**config.mk**
```make
export PLATFORM = sky130hd
export DESIGN_NAME = ppu_line_buf
export DESIGN_NICKNAME = d
export VERILOG_FILES = /design/src/rtl/ppu_line_buf.sv
export SDC_FILE = /design/constraint.sdc
export NUM_CORES = 2
export LEC_CHECK = 0
export BUFFER_PORTS_ARGS = -buffer_cell sky130_fd_sc_hd__buf_2
export CORE_MARGIN = 5
export CORE_UTILIZATION = 60
export DETAILED_ROUTE_END_ITERATION = 6
export PLACE_DENSITY_LB_ADDON = 0.15
export SYNTH_ARGS = -nofsm -noshare
export SYNTH_HDL_FRONTEND = slang
export SYNTH_SLANG_ARGS = --single-unit
```
**constraint.sdc**
```tcl
create_clock -name clk_in -period 3.29 [get_ports clk_in]
set_input_delay 0.4935 -clock clk_in [delete_from_list [all_inputs] [get_ports clk_in]]
set_output_delay 0.4935 -clock clk_in [all_outputs]
set_load 0.005 [all_outputs]
```
**src/rtl/ppu_line_buf.sv**
```systemverilog
// Double-buffered scanline store: the renderer fills one bank while ppu_vga reads the other.
// Banks swap at the end of each displayed NES line once the write bank holds a full line.
module ppu_line_buf #(
    parameter int          LINE_W    = 256,
    parameter int          LINE_H    = 240,
    parameter logic [5:0]  BLANK_IDX = 6'h0f
) (
    input  logic        clk_in,
    input  logic        rst_in,
    input  logic [9:0]  nes_x_in,
    input  logic [9:0]  nes_y_in,
    input  logic [9:0]  nes_y_next_in,
    input  logic        pix_pulse_in,
    input  logic        wr_valid_in,
    input  logic [5:0]  wr_idx_in,
    output logic        wr_ready_out,
    output logic [7:0]  req_y_out,
    output logic [5:0]  sys_palette_idx_out,
    output logic        underrun_out
);

    localparam int AW = $clog2(LINE_W);
    localparam logic [9:0] X_LAST = 10'(LINE_W - 1);
    localparam logic [9:0] X_END  = 10'(LINE_W);
    localparam logic [9:0] Y_END  = 10'(LINE_H);

    typedef logic [AW:0] cnt_t;
    localparam cnt_t CNT_LAST = cnt_t'(LINE_W - 1);

    typedef enum logic {S_FILL, S_FULL} state_t;

    state_t      r_state, w_state_next;
    logic        r_wr_bank, w_wr_bank_next;
    cnt_t        r_wr_cnt, w_wr_cnt_next;
    logic [7:0]  r_req_y, w_req_y_next;
    logic        r_rd_valid, w_rd_valid_next;
    logic        r_underrun, w_underrun_next;
    logic        r_rd_blank;
    logic [5:0]  r_rd_data;
    logic [5:0]  r_mem [0:2*LINE_W-1];

    logic        w_swap_pt;
    logic        w_wr_en;
    logic        w_last_wr;
    logic [7:0]  w_req_y_new;
    logic        w_rd_blank;
    logic [AW:0] w_wr_addr;
    logic [AW:0] w_rd_addr;

    assign w_swap_pt = pix_pulse_in && (nes_x_in == X_LAST) &&
                       (nes_y_next_in != nes_y_in) && (nes_y_next_in < Y_END);
    assign w_wr_en   = (r_state == S_FILL) && wr_valid_in;
    assign w_last_wr = w_wr_en && (r_wr_cnt == CNT_LAST);
    assign w_req_y_new = ((nes_y_next_in + 10'd1) == Y_END) ? 8'd0 : nes_y_next_in[7:0] + 8'd1;
    assign w_rd_blank  = (nes_x_in >= X_END) || (nes_y_in >= Y_END) || !r_rd_valid;
    assign w_wr_addr   = {r_wr_bank, r_wr_cnt[AW-1:0]};
    assign w_rd_addr   = {~r_wr_bank, nes_x_in[AW-1:0]};

    always_ff @(posedge clk_in or posedge rst_in) begin
        if (rst_in) begin
            r_state    <= S_FILL;
            r_wr_bank  <= 1'b0;
            r_wr_cnt   <= '0;
            r_req_y    <= 8'd0;
            r_rd_valid <= 1'b0;
            r_underrun <= 1'b0;
            r_rd_blank <= 1'b1;
        end else begin
            r_state    <= w_state_next;
            r_wr_bank  <= w_wr_bank_next;
            r_wr_cnt   <= w_wr_cnt_next;
            r_req_y    <= w_req_y_next;
            r_rd_valid <= w_rd_valid_next;
            r_underrun <= w_underrun_next;
            r_rd_blank <= w_rd_blank;
        end
    end

    // A final write landing on the swap clock completes the line, so it swaps rather than underruns.
    always_comb begin
        w_state_next    = r_state;
        w_wr_bank_next  = r_wr_bank;
        w_wr_cnt_next   = r_wr_cnt;
        w_req_y_next    = r_req_y;
        w_rd_valid_next = r_rd_valid;
        w_underrun_next = 1'b0;
        wr_ready_out    = 1'b0;
        case (r_state)
            S_FILL: begin
                wr_ready_out = 1'b1;
                if (w_swap_pt) begin
                    w_wr_cnt_next = '0;
                    w_req_y_next  = w_req_y_new;
                    if (w_last_wr) begin
                        w_wr_bank_next  = ~r_wr_bank;
                        w_rd_valid_next = 1'b1;
                    end else begin
                        w_underrun_next = 1'b1;
                    end
                end else if (w_wr_en) begin
                    w_wr_cnt_next = r_wr_cnt + cnt_t'(1);
                    if (w_last_wr) begin
                        w_state_next = S_FULL;
                    end
                end
            end
            S_FULL: begin
                if (w_swap_pt) begin
                    w_state_next    = S_FILL;
                    w_wr_bank_next  = ~r_wr_bank;
                    w_rd_valid_next = 1'b1;
                    w_wr_cnt_next   = '0;
                    w_req_y_next    = w_req_y_new;
                end
            end
            default: begin
                w_state_next = S_FILL;
            end
        endcase
    end

    // Bank storage has no reset; the blank flag masks stale read data.
    always_ff @(posedge clk_in) begin
        if (w_wr_en) begin
            r_mem[w_wr_addr] <= wr_idx_in;
        end
        r_rd_data <= r_mem[w_rd_addr];
    end

    assign sys_palette_idx_out = r_rd_blank ? BLANK_IDX : r_rd_data;
    assign req_y_out           = r_req_y;
    assign underrun_out        = r_underrun;

endmodule

```
# After elaboration in Yosys (flattened, before gate mapping)
# Memory sizes are Yosys's and may differ from the RTL's. A register that Yosys moved wholly into a read port is not among the register bits.
# Index checks and enable logic that the tools add are counted.
[word_totals] regBits=22 ramBits=3072 in_bits=40 out_inout_bits=16 mem_count=1
[op_classes] add_sub_neg=3 n_lt_le_gt_ge=3 eq_ne=8 muxes=26 bitwise=2 reduce_logical=10
[mem_list] name="r_mem" words=512 width=6 rd=1 rd_ports_with_merged_regs=1 wr=1 line="40" source="logic [5:0] r_mem [0:2*LINE_W-1];"
[ops] cell="$mux 9" count=3
[ops] cell="$eq 10x8->1 const B" count=2
[ops] cell="$pmux 9 s2" count=1
[ops] cell="$mux 1" count=16
[ops] cell="$mux 8" count=2
[ops] cell="$add 10x1->10 const B" count=1
[ops] cell="$ge 10x8->1 const B" count=1
[ops] cell="$ge 10x9->1 const B" count=1
[ops] cell="$lt 10x8->1 const B" count=1
[ops] cell="$ne 10x10->1" count=1
[ops] cell="$add 9x1->9 const B" count=1
[ops] cell="$eq 9x8->1 const B" count=1
[ops] cell="$add 8x1->8 const B" count=1
[ops] cell="$mux 6" count=1
[ops] cell="$pmux 1 s2" count=3
[ops] cell="$logic_and 1x1->1" count=5
[ops] cell="$ne 2x2->1 const B" count=2
[ops] cell="$ne 3x3->1 const B" count=1
[ops] cell="$reduce_and 3->1" count=1
[ops] cell="$logic_or 1x1->1" count=2
[ops] cell="$ne 2x1->1 const B" count=1
[ops] cell="$not 1->1" count=2
[ops] cell="$reduce_and 2->1" count=1
[ops] cell="$logic_not 1->1" count=1

# Longest topological paths before layout
[logic_depth] ltp_word=7 mapped_depth=14 mapped_depth_nobuf=8

# Worst setup path after synthesis
# Ideal clock, no wire load.
[synth_timing] path_type="input to register" from="input port nes_x_in[0]" to="register r_rd_data[0] (read register of r_mem)" setup_ps=122 arrival_ps=2572 slack_ps=596 cell_stages=11 n_path_buf=4 cell_sequence="buf_6 -> buf_8 -> buf_6 -> buf_6 -> mux2_2 -> a221oi_1 -> a21oi_1 -> a22o_1 -> nor4_1 -> a21oi_1 -> a221o_1"
[synth_lines] element="start, declared" line="10" source="input logic [9:0] nes_x_in,"
[synth_lines] element="end, declared" line="39" source="logic [5:0] r_rd_data;"

# Final worst setup path
[layout_timing] from="register r_wr_bank" to="memory r_mem[485][2] (enable)"
[layout_lines] element="start, declared" line="33" source="logic r_wr_bank, w_wr_bank_next;"
[layout_lines] element="start signal, assigned" line="70" source="r_wr_bank <= w_wr_bank_next;"
[layout_lines] element="end, declared" line="40"
# No word-level cell before the write port.

==> run summary <==
FMAX -> 330 MHz
Number of synthesized flops with an enable pin -> 3,072
Startpoint Class -> flop
Clk slew on worst S/H paths -> 0.06 ns
Peak VDD IR -> 605 uV
Lkg Pwr -> 44.9 nW
Core footprint -> 0.202 mm2
Min cycle time layout -> 3.03 ns
IO Pins -> 56
GR Util met3 -> 8.25%
Arrival time of the worst setup path -> 3.57 ns
CP max FO -> 16
Final Setup Violations -> 0
Layer with the highest usage -> met2
Cts repair resizes -> 0
Final period utilization -> 92.2%
Max-slew violations -> 0
Area contributors post-synth -> edfxtp_1 (76%), mux4_2 (13%), mux2i_1 (2.2%)
Hold_ws -> 0.0441 ns
Largest net degree at the start of global routing -> 109
CP max stage delay -> 0.66 ns
Die X -> 461 um
Routed Antenna Nets -> 0
Port Buffer Count -> 55
CTS tree -> built
Total grt overflow -> 0
Post-Syn Nets -> 6,061
Worst-Margin Slew -> 1.33 ns
Post-Synthesis Cells -> 6,014
WL final -> 346 mm
Top-area cell type share of the netlist area -> 75.5%
Vias -> 66,218
Skew final -> 0.0567 ns
Dpl hpwl -> 223 mm
Synth Cell Area -> 0.122 mm2
First-pass GRT wire length -> 490 mm
Met1 track demand over resource -> 45.8%
Die Span Y -> 461 um
Row count -> 165
Overall routing resource usage -> 32.8%
Synthesized flop and latch total -> 3,100
Synth area leader -> edfxtp_1
Total power -> 82.2 mW
Mapped Avg Cell Area -> 20.3 um2
Register area share after synthesis -> 76.1%
Gpl congestion -> 0.892
Final WS setup -> 0.257 ns
Initial Utilization -> 60.4%
CP Buf/Inv Count -> 1
Met2 usage -> 50.0%
Unrepaired setup endpoints after global routing -> false
CP cell instances -> inv_1, nor2_1, nand2_1, nor2_1
Die area -> 0.213 mm2
Vias in the first global route -> 65,536
Max-Cap Viols -> 0
Clk Latency, worst-skew pair -> 0.95 ns
Power Density -> 588 mW/mm2
Violated checks -> design-rule violations
Dpl cells -> 8,996
Dpl ws -> -0.489 ns
Post-synthesis cell type count -> 85
Kind of critical path -> reg2reg
Slowest cell on the critical path -> nor2_1
Fin. Hold Viols -> 0
Worst hold path type -> in2reg
DRC -> 1
Root Buffer -> clkbuf_16
Crit. End Element -> flop
Max transition margin -> 10.8%
Asr flop ratio synth -> 0.710%
Area Growth Syn to Fin -> 14.5%
Layout cells sized above 1 -> 27.4%
TritonCTS Buffers -> 320
Post-Layout Cell Count -> 9,568
CTS sink count -> 3,100
Yosys warning count -> 0
Top_reg_cell synth -> edfxtp_1
Most used cell, CP -> nor2_1
Longest Clk Path Bufs -> 4
Htree depth -> 5
Status -> finished, violations left
Via density -> 6.92
Critical Path RT -> 3.83 ns
CP top delay family -> simple AND/OR/NAND/NOR gates
Initial DRC Count -> 10,359
Post-layout util -> 69.1%
Nets -> 6,706
Initial antenna violation count -> 19
Wirelength per Cell -> 36.2 um
Drt first pass iters -> 7
==> layout by cell type (no fill, tap or decap), types with 41 or more instances in the layout <==
master     count
clkinv_1      64
a21oi_1       93
nand2_1      182
mux2i_1      264
clkbuf_1      71
mux4_2       689
buf_4        523
o221ai_1      82
o22ai_1       75
buf_2         44
clkinv_2      41
nor2_1       560
clkbuf_16    325
buf_12       126
edfxtp_1    3072
==> what timing repair did <==
action                                 4_1_cts  5_1_grt
setup endpoints to repair                    0        0
endpoints found under the hold margin       96        0
setup buffers                                0        0
hold buffers                                13        0
==> report_power, final <==
group          internal [mW]  total (mW)  switching (mW)
clock                   19.5        34.1            14.5
sequential              43.4        43.4          0.0160
combinational           1.82        4.72            2.89
==> tightest hold or removal path: cells and delay by family <==
| kind | cells | cell delay [ns] |
|---|---|---|
| buffers and inverters | 1 | 0.15 |
| AO/OA/AOI/OAI | 1 | 0.11 |
| XOR/XNOR | 1 | 0.08 |
| AND/OR/NAND/NOR | 1 | 0.09 |
==> worst paths after layout <==
kind | from | end | slack (ns) | depth (start not counted)
min in group asynchronous | rst_in | r_wr_cnt[8] | 0.39 | 3
min | nes_y_next_in[2] | req_y_out[5] | 0.04 | 4
min reg2reg | r_rd_valid | r_rd_valid | 0.48 | 1
max in group asynchronous | rst_in | r_rd_valid | 2.23 | 3
max | r_wr_bank | r_mem[485][2] | 0.26 | 4
max reg2reg | r_wr_bank | r_mem[485][2] | 0.26 | 4
==> per-stage QoR <==
| step | area (um2) | setup TNS, ns |
|---|---|---|
| 2_1_floorplan | 122000 | 0 |
| 3_3_place_gp | 130000 | -1.93 |
| 3_5_place_dp | 130000 | -1.90 |
| 4_1_cts | 140000 | 0 |
| 5_1_grt | 140000 | 0 |
| 6_report | 140000 | 0 |
==> layout make-up <==
class | count | area, um2
well taps | 2672 | 3340
multi-input cells | 2507 | 27000
clock inverters | 145 | 1170
flip-flops and latches | 3100 | 92900
repair buffers | 715 | 6930
fillers | 12450 | 62400
clock buffers | 400 | 8450
inverters | 15 | 67.6
diodes | 14 | 35.0
==> Yosys cell counts, types with 13 or more instances <==
master	instances
buf_6	54
a22oi_1	38
o221ai_1	82
mux2i_1	264
o21ai_0	40
nor2_1	566
a211oi_1	29
nand2_1	186
a221oi_1	30
buf_12	13
mux4_2	689
nor3_1	40
nand2b_1	13
and2_1	23
buf_2	87
nor2b_1	22
nor4_1	15
clkbuf_1	172
and3_1	21
edfxtp_1	3072
o22ai_1	75
a21oi_1	93
nand3_1	47
xnor2_1	14
buf_4	31
mux2_2	28
buf_1	23
dfrtp_1	21
==> logic make-up after synthesis <==
| family | count (synthesis) | share of synthesized area (%) |
|---|---|---|
| buffers and inverters | 407 | 2.05 |
| flip-flops | 3100 | 76.1 |
| XOR/XNOR | 26 | 0.186 |
| AO/OA/AOI/OAI | 514 | 3.04 |
| AND/OR/NAND/NOR | 971 | 3.37 |
| adder cells (fa/ha/maj) | 7 | 0.0717 |
| multiplexers | 989 | 15.2 |
==> state kept, by name (all words and copies together), names as in the netlist <==
name,cells
r_rd_valid,1
r_mem,3072
r_rd_data,6
r_wr_cnt,9
req_y_out,8
underrun_out,1
r_wr_bank,1
r_rd_blank,1
r_state,1
==> routing by layer <==
layer	wire length [um]	share of wire (%)
met5	94	0.027
met4	18100	5.2
met3	41300	12
met2	161000	47
met1	126000	36
No activity file was read; power rests on OpenSTA's default activity.
